$ cat src/rtl/serial_parity_pkg.sv
// Shared mode encodings, counter width and small helpers for the serial parity framer.
// Imported by the framer top and its bit-index counter.
package serial_parity_pkg;

   localparam int MODE_GEN      = 0;
   localparam int MODE_CHK      = 1;
   localparam int ERR_CNT_W     = 8;
   localparam int FRAME_LEN_MIN = 2;
   localparam int FRAME_LEN_MAX = 16;

   // Transmitted parity: the frame XOR folded with the even/odd selection.
   function automatic logic parity_bit(input logic frame_xor, input logic odd);
      return frame_xor ^ odd;
   endfunction

   // A checked frame is bad when its total XOR (data plus received parity) misses the target.
   function automatic logic parity_err(input logic frame_xor, input logic odd);
      return frame_xor != odd;
   endfunction

   function automatic logic [ERR_CNT_W-1:0] sat_inc(input logic [ERR_CNT_W-1:0] value);
      logic [ERR_CNT_W-1:0] result;
      if (value == {ERR_CNT_W{1'b1}}) begin
         result = value;
      end else begin
         result = value + ERR_CNT_W'(1);
      end
      return result;
   endfunction

endpackage

$ cat src/rtl/serial_frame_cnt.sv
// Bit-position counter for the serial parity framer.
// The last-bit strobe fires only on an edge that really completes a frame (EN set, no SYNC).
module serial_frame_cnt
   import serial_parity_pkg::*;
#(
   parameter int FRAME_LEN = 3,
   localparam int IDX_W    = $clog2(FRAME_LEN)
) (
   input  logic             C,
   input  logic             R,
   input  logic             EN,
   input  logic             SYNC,
   output logic [IDX_W-1:0] index,
   output logic             last
);

   localparam logic [IDX_W-1:0] LAST_IDX = IDX_W'(FRAME_LEN - 1);
   localparam logic [IDX_W-1:0] IDX_ZERO = {IDX_W{1'b0}};
   localparam logic [IDX_W-1:0] IDX_ONE  = IDX_W'(1);

   logic [IDX_W-1:0] idx_r;
   logic [IDX_W-1:0] idx_next_s;

   // Next index: SYNC restarts the frame, and a bit accepted with it already counts as bit 0.
   always_comb begin
      idx_next_s = idx_r;
      if (SYNC) begin
         if (EN) begin
            idx_next_s = IDX_ONE;
         end else begin
            idx_next_s = IDX_ZERO;
         end
      end else if (EN) begin
         if (idx_r == LAST_IDX) begin
            idx_next_s = IDX_ZERO;
         end else begin
            idx_next_s = idx_r + IDX_ONE;
         end
      end else begin
         idx_next_s = idx_r;
      end
   end

   // Index register.
   always_ff @(posedge C) begin
      if (R) begin
         idx_r <= IDX_ZERO;
      end else begin
         idx_r <= idx_next_s;
      end
   end

   assign index = idx_r;
   assign last  = EN & ~SYNC & (idx_r == LAST_IDX);

endmodule

$ cat src/rtl/serial_parity_frame.sv
// Serial parity framer: collects FRAME_LEN bits MSB first and either generates
// their parity or checks a received parity bit, counting bad frames.
module serial_parity_frame
   import serial_parity_pkg::*;
#(
   parameter int FRAME_LEN = 3,
   parameter int ODD       = 0,
   parameter int MODE      = MODE_GEN
) (
   input  logic                 C,
   input  logic                 R,
   input  logic                 D,
   input  logic                 EN,
   input  logic                 SYNC,
   output logic [FRAME_LEN-1:0] WORD,
   output logic                 P,
   output logic                 P_VLD,
   output logic                 ERR,
   output logic [ERR_CNT_W-1:0] ERR_CNT
);

   localparam int   IDX_W    = $clog2(FRAME_LEN);
   localparam logic ODD_BIT  = (ODD != 0);
   localparam logic CHK_MODE = (MODE == MODE_CHK);
   localparam logic [IDX_W-1:0]     IDX_ZERO   = {IDX_W{1'b0}};
   localparam logic [FRAME_LEN-1:0] FRAME_ZERO = {FRAME_LEN{1'b0}};

   logic [IDX_W-1:0]     idx_s;
   logic                 last_s;
   logic [FRAME_LEN-1:0] shift_r;
   logic [FRAME_LEN-1:0] shift_next_s;
   logic                 acc_r;
   logic                 acc_next_s;
   logic                 err_next_s;
   logic [FRAME_LEN-1:0] word_r;
   logic                 p_r;
   logic                 p_vld_r;
   logic                 err_r;
   logic [ERR_CNT_W-1:0] err_cnt_r;

   serial_frame_cnt #(
      .FRAME_LEN(FRAME_LEN)
   ) u_cnt (
      .C    (C),
      .R    (R),
      .EN   (EN),
      .SYNC (SYNC),
      .index(idx_s),
      .last (last_s)
   );

   // Fold the incoming bit into the running frame; index 0 starts the XOR afresh,
   // so leftovers of a finished frame never leak into the next one.
   always_comb begin
      shift_next_s = shift_r;
      acc_next_s   = acc_r;
      if (SYNC) begin
         if (EN) begin
            shift_next_s = {{(FRAME_LEN-1){1'b0}}, D};
            acc_next_s   = D;
         end else begin
            shift_next_s = FRAME_ZERO;
            acc_next_s   = 1'b0;
         end
      end else if (EN) begin
         shift_next_s = {shift_r[FRAME_LEN-2:0], D};
         if (idx_s == IDX_ZERO) begin
            acc_next_s = D;
         end else begin
            acc_next_s = acc_r ^ D;
         end
      end else begin
         shift_next_s = shift_r;
         acc_next_s   = acc_r;
      end
   end

   // Error verdict for a frame completing on this edge; generator mode never flags.
   always_comb begin
      err_next_s = 1'b0;
      if (CHK_MODE) begin
         err_next_s = parity_err(acc_next_s, ODD_BIT);
      end else begin
         err_next_s = 1'b0;
      end
   end

   // Frame accumulator state.
   always_ff @(posedge C) begin
      if (R) begin
         shift_r <= FRAME_ZERO;
         acc_r   <= 1'b0;
      end else begin
         shift_r <= shift_next_s;
         acc_r   <= acc_next_s;
      end
   end

   // Result registers: loaded only when a frame completes, held otherwise.
   always_ff @(posedge C) begin
      if (R) begin
         word_r  <= FRAME_ZERO;
         p_r     <= 1'b0;
         err_r   <= 1'b0;
         p_vld_r <= 1'b0;
      end else begin
         p_vld_r <= last_s;
         if (last_s) begin
            word_r <= shift_next_s;
            p_r    <= parity_bit(acc_next_s, ODD_BIT);
            err_r  <= err_next_s;
         end else begin
            word_r <= word_r;
            p_r    <= p_r;
            err_r  <= err_r;
         end
      end
   end

   // Saturating count of frames that completed with a parity error.
   always_ff @(posedge C) begin
      if (R) begin
         err_cnt_r <= {ERR_CNT_W{1'b0}};
      end else if (last_s && err_next_s) begin
         err_cnt_r <= sat_inc(err_cnt_r);
      end else begin
         err_cnt_r <= err_cnt_r;
      end
   end

   assign WORD    = word_r;
   assign P       = p_r;
   assign P_VLD   = p_vld_r;
   assign ERR     = err_r;
   assign ERR_CNT = err_cnt_r;

endmodule

$ cat config.mk
export PLATFORM = sky130hd
export DESIGN_NAME = serial_parity_frame
export DESIGN_NICKNAME = d
export VERILOG_FILES = /design/src/rtl/serial_parity_pkg.sv /design/src/rtl/serial_frame_cnt.sv /design/src/rtl/serial_parity_frame.sv
export SDC_FILE = /design/constraint.sdc
export NUM_CORES = 1
export LEC_CHECK = 0
export ABC_AREA = 1
export BUFFER_PORTS_ARGS = -buffer_cell sky130_fd_sc_hd__buf_2
export CAP_MARGIN = 30
export CORE_AREA = 2 2 39 41
export CTS_CLUSTER_SIZE = 24
export DETAILED_ROUTE_END_ITERATION = 8
export DIE_AREA = 0 0 41 43
export GPL_ROUTABILITY_DRIVEN = 1
export PLACE_DENSITY = 0.71
export SLEW_MARGIN = 10
export SYNTH_ARGS = -nofsm -noshare
export SYNTH_HDL_FRONTEND = slang
export SYNTH_SLANG_ARGS = --single-unit
$ cat constraint.sdc
create_clock -name C -period 2.85 [get_ports C]
set_clock_uncertainty 0.05 [all_clocks]
set_input_delay 0.4275 -clock C [delete_from_list [all_inputs] [get_ports C]]
set_output_delay 0.4275 -clock C [all_outputs]
set_load 0.02 [all_outputs]
==> impl_metrics.csv <==
group,metric,value,unit
run_status,outcome,"completed",
power_and_ir_drop,total_leakage_power,0.000296,uW
routing,wl,802,um
floorplanning,fp.coreArea,1380,sq um
critical_path,endpoint,"WORD[2]",
sta,period_minus_slack,1.22,ns
critical_path,critPathRequiredTime,2.37,ns
synthesis,yosysTopAreaCellShare,43.2,%
global_route,grt_pass1_vias,356,
synthesis,yosys.area.top_type,"dfxtp_1",
clock_tree,clockRootBuffer,"clkbuf_4",
sta,rsz0062_at_grt,"false",
critical_path,arrival,0.74,ns
synthesis,synth.distinct_cells,14,
synthesis,synth_area_leaders,"dfxtp_1, nand2_1, buf_4, nor2_1, a21oi_1",
sta,tns,0,ns
routing,drt_iter0_markers,7,
clock_tree,htree_levels,1,
clock_tree,cts_made_buffers,3,
floorplanning,dieArea,1760,sq um
critical_path,max_stage_delay,0.33,ns
critical_path,reg2reg_depth,6,
global_route,grt_max_degree,9,
routing,wire_per_inst,8.10,um
global_route,track_usage,11.2,%
clock_tree,clk_pin_slew,0.07,ns
placed_design,gp_routability_congestion,0.724,
global_route,overflow,0,
clock_tree,clock_latency,0.26,ns
critical_path,crit_fanout,2,
critical_path,startpoint,"WORD[2]",
synthesis,ys_seq_area_share,43.2,%
synthesis,syn_inst,72,
clock_tree,tritoncts,"yes",
floorplanning,die_h,43,um
sta,setup_viol,0,
critical_path,path_buf_inv,1,
power_and_ir_drop,pwr_density_cell,525,nW/um^2
cells_and_area,utilization,40.4,%
clock_tree,ctsResizeCount,0,
critical_path,reg2reg_to,"WORD[2]",
critical_path,path_class,"reg2out",
critical_path,crit_slowest_cell,"dfxtp_1",
run,drv_cap,0,
floorplanning,initial_core_util,36.8,%
synthesis,ys_seq_elements,11,
clock_tree,cts_hold_buf,0,
synthesis,syn_area,509,sq um
cells_and_area,syn_to_final_growth,9.83,%
sta,fin_crit_sh,42.9,%
global_route,grt_first_pass_wirelength,1390,um
floorplanning,fp.dieW,41,um
power_and_ir_drop,peakVddDrop,309,uV
sta,fmax,819,MHz
critical_path,rr_startpoint,"u_cnt.index[1]",
routing,viasPerCell,4.19,
sta,hold_viol_final,0,
hold_path,min_path_type,"in2reg",
cells_and_area,drive_gt1_share,19.3,%
routing,num_vias,415,
placed_design,place_hpwl,641,um
cells_and_area,nets,89,
routing,route.detailed.drc,0,
critical_path,critPathLaunchType,"register",
clock_tree,postCtsSetupBuffers,0,
critical_path,crit_family,"flip-flops",
clock_tree,clock-sinks,11,
critical_path,crit_cells,1,
floorplanning,io_pins,19,
clock_tree,clock_path_buffers,2,
critical_path,crit_chain,"buf_2",
routing,dr.pass1.iters,4,
critical_path,rrSetupSlack,1.82,ns
synthesis,avgSynthCellArea,7.07,sq um
cells_and_area,diodes,0,
placed_design,portBuffers,9,
synthesis,yosys_warnings,0,
sta,finalMaxSlewViolations,0,
floorplanning,num_rows,14,
global_route,antenna_found_initial,0,
critical_path,cp-end-kind,"primary output",
routing,ant_nets,0,
-- routing by layer --
layer | vias up | track usage, % | wire (um)
li1 | 224 | - | -
met1 | 182 | 14.7 | 360
met2 | 9 | 17.8 | 408
met3 | 0 | 3.14 | 33
met4 | 0 | 2.00 | 0
met5 | - | 0 | 0
-- stage by stage --
stage / instance area, sq um / hold slack, ns / total power [uW] / worst slack [ns] / instances
6_report: 559 / 0.382 / 294 / 1.63 / 99
5_1_grt: 559 / 0.398 / 310 / 1.59 / 99
4_1_cts: 559 / 0.385 / 297 / 1.61 / 99
3_5_place_dp: 533 / 0.413 / 196 / 1.55 / 95
3_3_place_gp: 533 / 0.403 / 195 / 1.57 / 95
2_1_floorplan: 539 / 0.401 / 197 / 1.82 / 80
-- cells by family after synthesis --
group / count (synthesis) / synth area share, %
buf+inv: 17 / 19.4
flops: 11 / 43.2
other cells: 1 / 0.736
simple gates: 32 / 25.8
compound gates: 11 / 10.8
-- how the worst min path moves through the flow --
stage          startpoint              to  slack [ns]  depth (start not counted)
2_1_floorplan  shift_r[2]      shift_r[2]        0.40                          2
3_3_place_gp      WORD[0]         WORD[0]        0.40                          2
3_5_place_dp   shift_r[2]      shift_r[2]        0.41                          2
4_1_cts                 R      shift_r[2]        0.38                          2
5_1_grt                 R      shift_r[2]        0.40                          2
6_report                R  u_cnt.index[0]        0.38                          2
-- power breakdown --
part	switching, uW	internal (uW)	leakage [uW]
registers	2.02	157	0.0000893
logic	24.9	7.54	0.000191
clock network	48.0	54.0	0.0000150
-- placed cells by master (no fill, tap or decap) --
master,instances
buf_2,9
clkbuf_4,3
o21ai_0,4
conb_1,9
clkbuf_1,1
a21oi_1,7
clkinv_2,1
nand3_1,1
nor2_4,1
inv_1,5
nand2_1,19
nand2_2,1
dfxtp_1,11
inv_2,1
nor2_1,10
-- state kept, by name (all words and copies together), names as in the netlist --
name and count:
WORD 3, P 1, shift_r 3, u_cnt.index 2, acc_r 1, P_VLD 1
-- synthesized netlist by cell type --
library cell and n:
clkinv_2 1, nand2_1 19, nand3_1 1, o21ai_0 4, clkbuf_1 1, dfxtp_1 11
a21oi_1 7, inv_2 1, conb_1 1, nor2_1 10, nor2_4 1, buf_4 9
nand2_2 1, inv_1 5
-- layout make-up --
| type | count | area, sq um |
|---|---|---|
| Inverter | 7 | 27.5 |
| Sequential cell | 11 | 220 |
| Multi-Input combinational cell | 52 | 220 |
| Tap cell | 16 | 20.0 |
| Clock buffer | 4 | 26.3 |
| Fill cell | 153 | 825 |
| Timing Repair Buffer | 9 | 45.0 |
Note: power is estimated with default switching activity, not from simulation.
